File: config.mk
export PLATFORM = sky130hd
export DESIGN_NAME = mux_cfg_ccff
export DESIGN_NICKNAME = d
export VERILOG_FILES = /design/src/rtl/mux_cfg_ccff.sv
export SDC_FILE = /design/constraint.sdc
export NUM_CORES = 1
export LEC_CHECK = 0
export ABC_AREA = 1
export BUFFER_PORTS_ARGS = -buffer_cell sky130_fd_sc_hd__buf_4
export CAP_MARGIN = 5
export CORE_MARGIN = 2
export CORE_UTILIZATION = 45
export CTS_CLUSTER_DIAMETER = 80
export DETAILED_ROUTE_END_ITERATION = 7
export GPL_ROUTABILITY_DRIVEN = 0
export PLACE_DENSITY = 0.7
export SYNTH_ARGS = -nofsm -noshare
export SYNTH_HDL_FRONTEND = slang
export SYNTH_SLANG_ARGS = --single-unit
File: constraint.sdc
create_clock -name prog_clk -period 4.19 [get_ports prog_clk]
set_clock_uncertainty 0.1 [all_clocks]
set_input_delay 0.2095 -clock prog_clk [delete_from_list [all_inputs] [get_ports prog_clk]]
set_output_delay 0.2095 -clock prog_clk [all_outputs]
set_load 0.005 [all_outputs]
File: src/rtl/mux_cfg_ccff.sv
// Routing mux with its own configuration chain. Bits shift serially into a shadow register and
// are validated before they are committed to the active register that drives select and mem buses.
module mux_cfg_ccff #(
    parameter int unsigned NUM_IN  = 5,
    parameter int unsigned ENCODED = 0,
    parameter int unsigned OUT_REG = 0
) (
    input  logic              prog_clk,
    input  logic              pReset_n,
    input  logic              ccff_en,
    input  logic              ccff_head,
    output logic              ccff_tail,
    input  logic              cfg_commit,
    input  logic [NUM_IN-1:0] in,
    output logic              out,
    output logic [NUM_IN-1:0] mem_out,
    output logic [NUM_IN-1:0] mem_inv_out,
    output logic              cfg_ready,
    output logic              cfg_err
);

    localparam int unsigned CfgW = (ENCODED != 0) ? $clog2(NUM_IN) : NUM_IN;
    localparam int unsigned CntW = $clog2(CfgW + 2);
    localparam logic [CntW-1:0] CntFull = CntW'(CfgW);
    localparam logic [CntW-1:0] CntMax  = CntW'(CfgW + 1);

    logic [CfgW-1:0]   shadow_q, shadow_d;
    logic [CfgW-1:0]   active_q, active_d;
    logic              connected_q, connected_d;
    logic [CntW-1:0]   cnt_q, cnt_d;
    logic              err_q, err_d;
    logic              chain_full, content_valid, commit_ok, commit_conn;
    logic [NUM_IN-1:0] mem_dec;
    logic              out_d;

    assign chain_full = (cnt_q == CntFull);
    assign commit_ok  = cfg_commit & ~ccff_en & chain_full & content_valid;

    if (ENCODED != 0) begin : g_enc
        assign content_valid = (32'(shadow_q) < NUM_IN);
        assign commit_conn   = 1'b1;
        assign mem_dec       = NUM_IN'(1) << active_q;
    end else begin : g_onehot
        // All-zero is the legal "disconnected" setting; only multi-hot content is rejected.
        assign content_valid = ((shadow_q & (shadow_q - CfgW'(1))) == '0);
        assign commit_conn   = |shadow_q;
        assign mem_dec       = active_q;
    end

    always_comb begin
        shadow_d    = shadow_q;
        active_d    = active_q;
        connected_d = connected_q;
        cnt_d       = cnt_q;
        err_d       = err_q;
        if (ccff_en) begin
            shadow_d[0] = ccff_head;
            for (int unsigned i = 1; i < CfgW; i++) begin
                shadow_d[i] = shadow_q[i-1];
            end
            if (cnt_q != CntMax) begin
                cnt_d = cnt_q + CntW'(1);
            end
        end
        if (commit_ok) begin
            active_d    = shadow_q;
            connected_d = commit_conn;
            cnt_d       = '0;
            err_d       = 1'b0;
        end else if (cfg_commit) begin
            err_d = 1'b1;
        end
    end

    always_ff @(posedge prog_clk or negedge pReset_n) begin
        if (!pReset_n) begin
            shadow_q    <= '0;
            active_q    <= '0;
            connected_q <= 1'b0;
            cnt_q       <= '0;
            err_q       <= 1'b0;
        end else begin
            shadow_q    <= shadow_d;
            active_q    <= active_d;
            connected_q <= connected_d;
            cnt_q       <= cnt_d;
            err_q       <= err_d;
        end
    end

    assign mem_out     = connected_q ? mem_dec : '0;
    assign mem_inv_out = ~mem_out;
    assign ccff_tail   = shadow_q[CfgW-1];
    assign cfg_ready   = chain_full;
    assign cfg_err     = err_q;
    assign out_d       = |(in & mem_out);

    if (OUT_REG != 0) begin : g_out_reg
        logic out_q;
        always_ff @(posedge prog_clk or negedge pReset_n) begin
            if (!pReset_n) begin
                out_q <= 1'b0;
            end else begin
                out_q <= out_d;
            end
        end
        assign out = out_q;
    end else begin : g_out_comb
        assign out = out_d;
    end

endmodule

======== Word level (Yosys, flattened, before mapping) ========
Index checks and enable logic that the tools add are counted.
W data, S select, Z words.
cells by class
  reduce and logical (&&, ||, !) cells .... 7
  multipliers ............................. 0
  div/mod/pow operators ................... 0
  shifts and indexed selects .............. 0
  bitwise logic cells ..................... 7
  multiplexer cells ....................... 6
  $add $sub $neg .......................... 2
  eq/ne operators ......................... 2
  order comparisons ....................... 0
operator list
  cell                   count
  $and A5 B5 Y5          2
  $reduce_or A5 Y1       2
  $mux W3                3
  $reduce_bool A2 Y1     3
  $logic_not A5 Y1       1
  $mux W5                1
  $not A5 Y5             1
  $sub A5 B1 Y5 const B  1
  $add A3 B1 Y3 const B  1
  $and A1 B1 Y1          3
  $eq A3 B3 Y1 const B   1
  $ne A3 B3 Y1 const B   1
  $mux W1                2
  $reduce_and A2 Y1      1
  $not A1 Y1             1
storage, ports and cells
  bits in latches ......................... 0
  bits of input ports ..................... 10
  memories ................................ 0
  memory bits (writable) .................. 0
  output and inout bits ................... 14
  logic and storage cells ................. 29
  register bits after elaboration ......... 15
  memory bits (read-only) ................. 0

======== Longest topological paths before layout ========
  depth in word-level cells ............... 6
  gate-level depth with buffers ........... 10
  mapped depth without buffers ............ 10

======== Worst setup path before layout ========
OpenSTA, ideal clock, no wires.
  kind .................................... register -> register
  start ................................... register cnt_q[1]
  end ..................................... register cnt_q[0]
  data arrival time ....................... 1.112 ns
  stages on the path, launching flop included .. 10
  setup slack ............................. 2.858 ns
  data required time ...................... 3.970 ns
  setup time .............................. 0.120 ns
  period minus slack after synthesis ...... 1.332 ns
  buffers on the path ..................... 0
  path through ............................ dfrtp_1 inv_1 ha_1 nand2_1 clkinv_2 nand2_4 nor2_8 nand3_4 inv_4 nor2_2
between the ends
  longest elaborated chain between the ends .. 5
  elaborated cells on any way between the ends .. 8
  classes of those cells .................. eq/ne: 2; mux: 1; bitwise: 2; reduce/logical: 3
RTL lines
  item                            line  text
  from (decl)                     30    logic [CntW-1:0] cnt_q, cnt_d;
  from (signal assigned)          86    cnt_q <= cnt_d;
  $eq A3 B3 Y1 (*)                36    assign chain_full = (cnt_q == CntFull);
  net cfg_ready                   18    output logic cfg_ready,
  $and A1 B1 Y1 (*) (2 in a row)  37    assign commit_ok = cfg_commit & ~ccff_en & chain_full & content_valid;
  $reduce_bool A2 Y1 (no line)    -
  $reduce_and A2 Y1 (no line)     -
Mark *: on every way through the listed nets, which the timed path passes. The rest lies on a longest branch.
A chain may end at the register's enable or synchronous reset.

======== Worst setup path in the final report ========
  start ................................... register connected_q
  end ..................................... output out
between the ends
  longest elaborated chain between the ends .. 3
RTL lines
  item                    line  text
  from (decl)             29    logic connected_q, connected_d;
  from (signal assigned)  85    connected_q <= connected_d;
  $mux W5                 91    assign mem_out = connected_q ? mem_dec : '0;
  $and A5 B5 Y5           96    assign out_d = |(in & mem_out);
  $reduce_or A5 Y1        96
  to (decl)               15    output logic out,
Every way passes these cells.

==> results list <==
- Flip-flop and latch count after synthesis: 15
- Clock Sinks: 15
- Synthesis produced a netlist with a net count of 119.
* Fraction of the mapped netlist area in compound gates: 0.0454
- For this run, the top clock speed supported by timing is 0.633 GHz.
- The worst path in the final design needs a cycle of 1.58 ns, including I/O delays and setup.
- Setup repair after global routing left no endpoint under its margin.
- Synth top cells by count: sky130_fd_sc_hd__nand2_1, sky130_fd_sc_hd__dfrtp_1, sky130_fd_sc_hd__inv_1, sky130_fd_sc_hd__inv_2, sky130_fd_sc_hd__nor2_2
- Met3 wire length: 132 um
* Leakage Power: 0.607 nW
- In this run the top signal layer used is met4.
* Wire length of the first global-routing pass: 2630 um
* Number of distinct library cells after synthesis: 21
* Die Area: 0.00226 mm2
- Number of H-tree branching levels: 1
- Antenna cell count: 0
- Pre-antenna DRT Iters: 4
- Cells after Synth: 106
* Total number of yosys warnings: 0
* Height of the chip: 47.6 um
- Avg WL per Cell: 9.75 um
- Sequential share of the synthesized area: 0.439
* Detailed Route WL: 1540 um
- Of the cells placed in the final design, the portion with a size suffix greater than 1 is 0.368.
- The via count of the first global-routing pass came to 671.
- In this run the power density over the cells is 446 mW/mm2.
- The routed design uses 703 um of met2 wire.
* Detail Route Antenna Nets: 0
* Required arrival time at the worst endpoint: 3.88 ns
* Multiplexer share of the synthesized area: 0
- Port buffering added 23 buffers.
- Including well taps, the total number of placed cells is 153.
- Yosys attributes the largest share of cell area to sky130_fd_sc_hd__dfrtp_1, sky130_fd_sc_hd__nand2_1, sky130_fd_sc_hd__nor2_2.
- Final routed DRC violation total: 0
- Setup-failing EPs final: 0
- EDFF count, synth: 0
* Post-route worst setup slack: 2.61 ns
- Of the total synthesized cell area, the portion taken by full adders, half adders and majority gates is 0.0439.
- VDD sags by at most 313 uV.
- DPL Wire Length: 1270 um
* Sum of negative setup slack: 0 ns
- Cell Count, Final, Fillers Out: 158
* Total GRT Usage: 0.171
- Top cell type by total area after synthesis: sky130_fd_sc_hd__dfrtp_1
* Num ports: 24
- Largest family of logic cells by synthesized area: simple AND/OR/NAND/NOR gates
- Post-synthesis instance area: 855 um2
- Worst path arrival time: 1.27 ns
- Clock-pin slew reported for the worst setup and hold paths after clock tree synthesis: 0.09 ns
* Final hold viol count: 0
- Share of flip-flops with an asynchronous set or reset after synthesis: 1.00
- After the first detailed-routing iteration, the DRC count stood at 11.
* Net count reported at finish: 147
- In the final routing, the length of wire on met1 measures 689 um.
* Type of the setup path with the least slack: reg -> out
- Critical path fanouts, max: 6
- The worst setup path is launched from a flip-flop.
- A synthesized cell averages 8.06 um2.
- Clk_lat worst skew: 0.28 ns
- Antenna violations before repair: 0
* Maximum count of clock buffers along a single path: 2
- CP endpoint kind: primary output
* TritonCTS buffer count: 3
- Number of placement rows: 15
* Run status: finished clean
- Simple-gate portion of the synthesized area: 0.373
* Area share of the largest cell type after synthesis: 0.439
* # Max-Cap Violations: 0
- For this configuration, the core starts out at a cell density of 0.484.
- CTS root buf: sky130_fd_sc_hd__clkbuf_4
- Buffers inserted during post-CTS setup optimization: 0
- Via Count: 743
- Summed over all layers, the global routing overflow is 0.
- Post-place setup slack: 2.78 ns
- The die is 47.6 um wide.
- Period utilisation layout: 0.377
- Using the TritonRoute via totals, the vias-per-cell ratio works out to 4.70.
* Primary FF master, synth: sky130_fd_sc_hd__dfrtp_1
- The number of pins exceeding their max-slew limit in the final report was 0.
- In this run the standard cell core region covers 0.00176 mm2.
- TritonCTS built the clock tree.
- Fraction of the core area covered by cells at the end of the flow: 0.618
* Worst min-delay path category: in -> reg
- Entering global routing, the biggest net connects 16 pins.
- Signed area change from the synthesized netlist to the final layout: 27.7%
* Max_slew headroom: 0.794
* Post-Synth XOR/XNOR Area: 0.0102
* Most common cell in the netlist: sky130_fd_sc_hd__nand2_1
* Slew at the pin closest to its max-slew limit: 0.308 ns
[flip-flops by register name, indices dropped and copies added, names as in the netlist]
register / flops
cfg_err: 1
active_q: 5
cnt_q: 3
connected_q: 1
shadow_q: 5
[worst max-delay path, stage by stage, from the launching register on]
cell and delay [ns]:
sky130_fd_sc_hd__dfrtp_1 0.44, sky130_fd_sc_hd__nand2_1 0.12, sky130_fd_sc_hd__inv_2 0.04, sky130_fd_sc_hd__nand2_1 0.05, sky130_fd_sc_hd__nand3_1 0.07, sky130_fd_sc_hd__nand3b_1 0.15, sky130_fd_sc_hd__buf_4 0.13
[through the flow]
stage	total power, mW	hold slack (ns)	instance area, um2
finish	0.487	0.0313	1090
global route	0.537	0.0565	1090
CTS	0.493	0.0312	1090
detailed placement	0.411	-0.0263	1050
global placement	0.402	-0.0284	1050
floorplan	0.342	-0.186	855
[power by group]
group          total [mW]  switching, mW  internal (mW)  leakage (nW)
sequential          0.231         0.0431          0.187         0.187
clock              0.0815         0.0446         0.0369        0.0150
combinational       0.175         0.0925         0.0823         0.405
[path summary, 6_finish.rpt]
kind / startpoint / endpoint / slack [ns] / cells after the start
setup / recovery: connected_q / out / 2.61 / 6
hold / removal: ccff_head / shadow_q[0] / 0.03 / 3
setup reg to reg: cnt_q[1] / connected_q / 2.78 / 9
hold reg to reg: active_q[3] / active_q[3] / 0.38 / 2
max in group asynchronous: pReset_n / cfg_err / 3.61 / 2
min in group asynchronous: pReset_n / cnt_q[1] / 0.21 / 2
[logic make-up (layout without fill, tap and decap cells)]
family	Yosys count	after routing
AO/OA/AOI/OAI	7	7
adder cells (fa/ha/maj)	3	3
flip-flops	15	15
AND/OR/NAND/NOR	61	61
XOR/XNOR	1	1
buffers and inverters	19	46
[repair_timing]
action / in CTS / in global routing
hold endpoints to repair: 15 / 0
gates resized for setup: 0 / 0
hold buffers: 1 / 0
[placed cells by master, fill, tap and decap left out, types with 2 or more instances in the layout]
master | synthesis | layout
sky130_fd_sc_hd__nor2_2 | 7 | 7
sky130_fd_sc_hd__nand3_1 | 3 | 3
sky130_fd_sc_hd__nand4_1 | 6 | 6
sky130_fd_sc_hd__buf_4 | 0 | 23
sky130_fd_sc_hd__clkbuf_4 | 0 | 3
sky130_fd_sc_hd__ha_1 | 3 | 3
sky130_fd_sc_hd__nand2_1 | 36 | 36
sky130_fd_sc_hd__nand2_2 | 2 | 2
sky130_fd_sc_hd__inv_2 | 7 | 7
sky130_fd_sc_hd__nor2_1 | 2 | 2
sky130_fd_sc_hd__inv_1 | 9 | 9
sky130_fd_sc_hd__nand2_4 | 2 | 2
sky130_fd_sc_hd__dfrtp_1 | 15 | 15
sky130_fd_sc_hd__o21ai_0 | 5 | 5
[cell type report]
| type | instances | area (um2) |
|---|---|---|
| Clock buffer | 4 | 26.3 |
| Fill cell | 172 | 673 |
| Inverter | 18 | 71.3 |
| Multi-Input combinational cell | 72 | 404 |
| Sequential cell | 15 | 375 |
| Tap cell | 25 | 31.3 |
| Timing Repair Buffer | 24 | 183 |
[routing by layer]
| layer | vias to the layer above | track usage |
|---|---|---|
| li1 | 382 | - |
| met1 | 326 | 0.195 |
| met2 | 33 | 0.286 |
| met3 | 2 | 0.0491 |
| met4 | 0 | 0.0973 |
| met5 | - | 0 |
No activity file was read; power rests on OpenSTA's default activity.
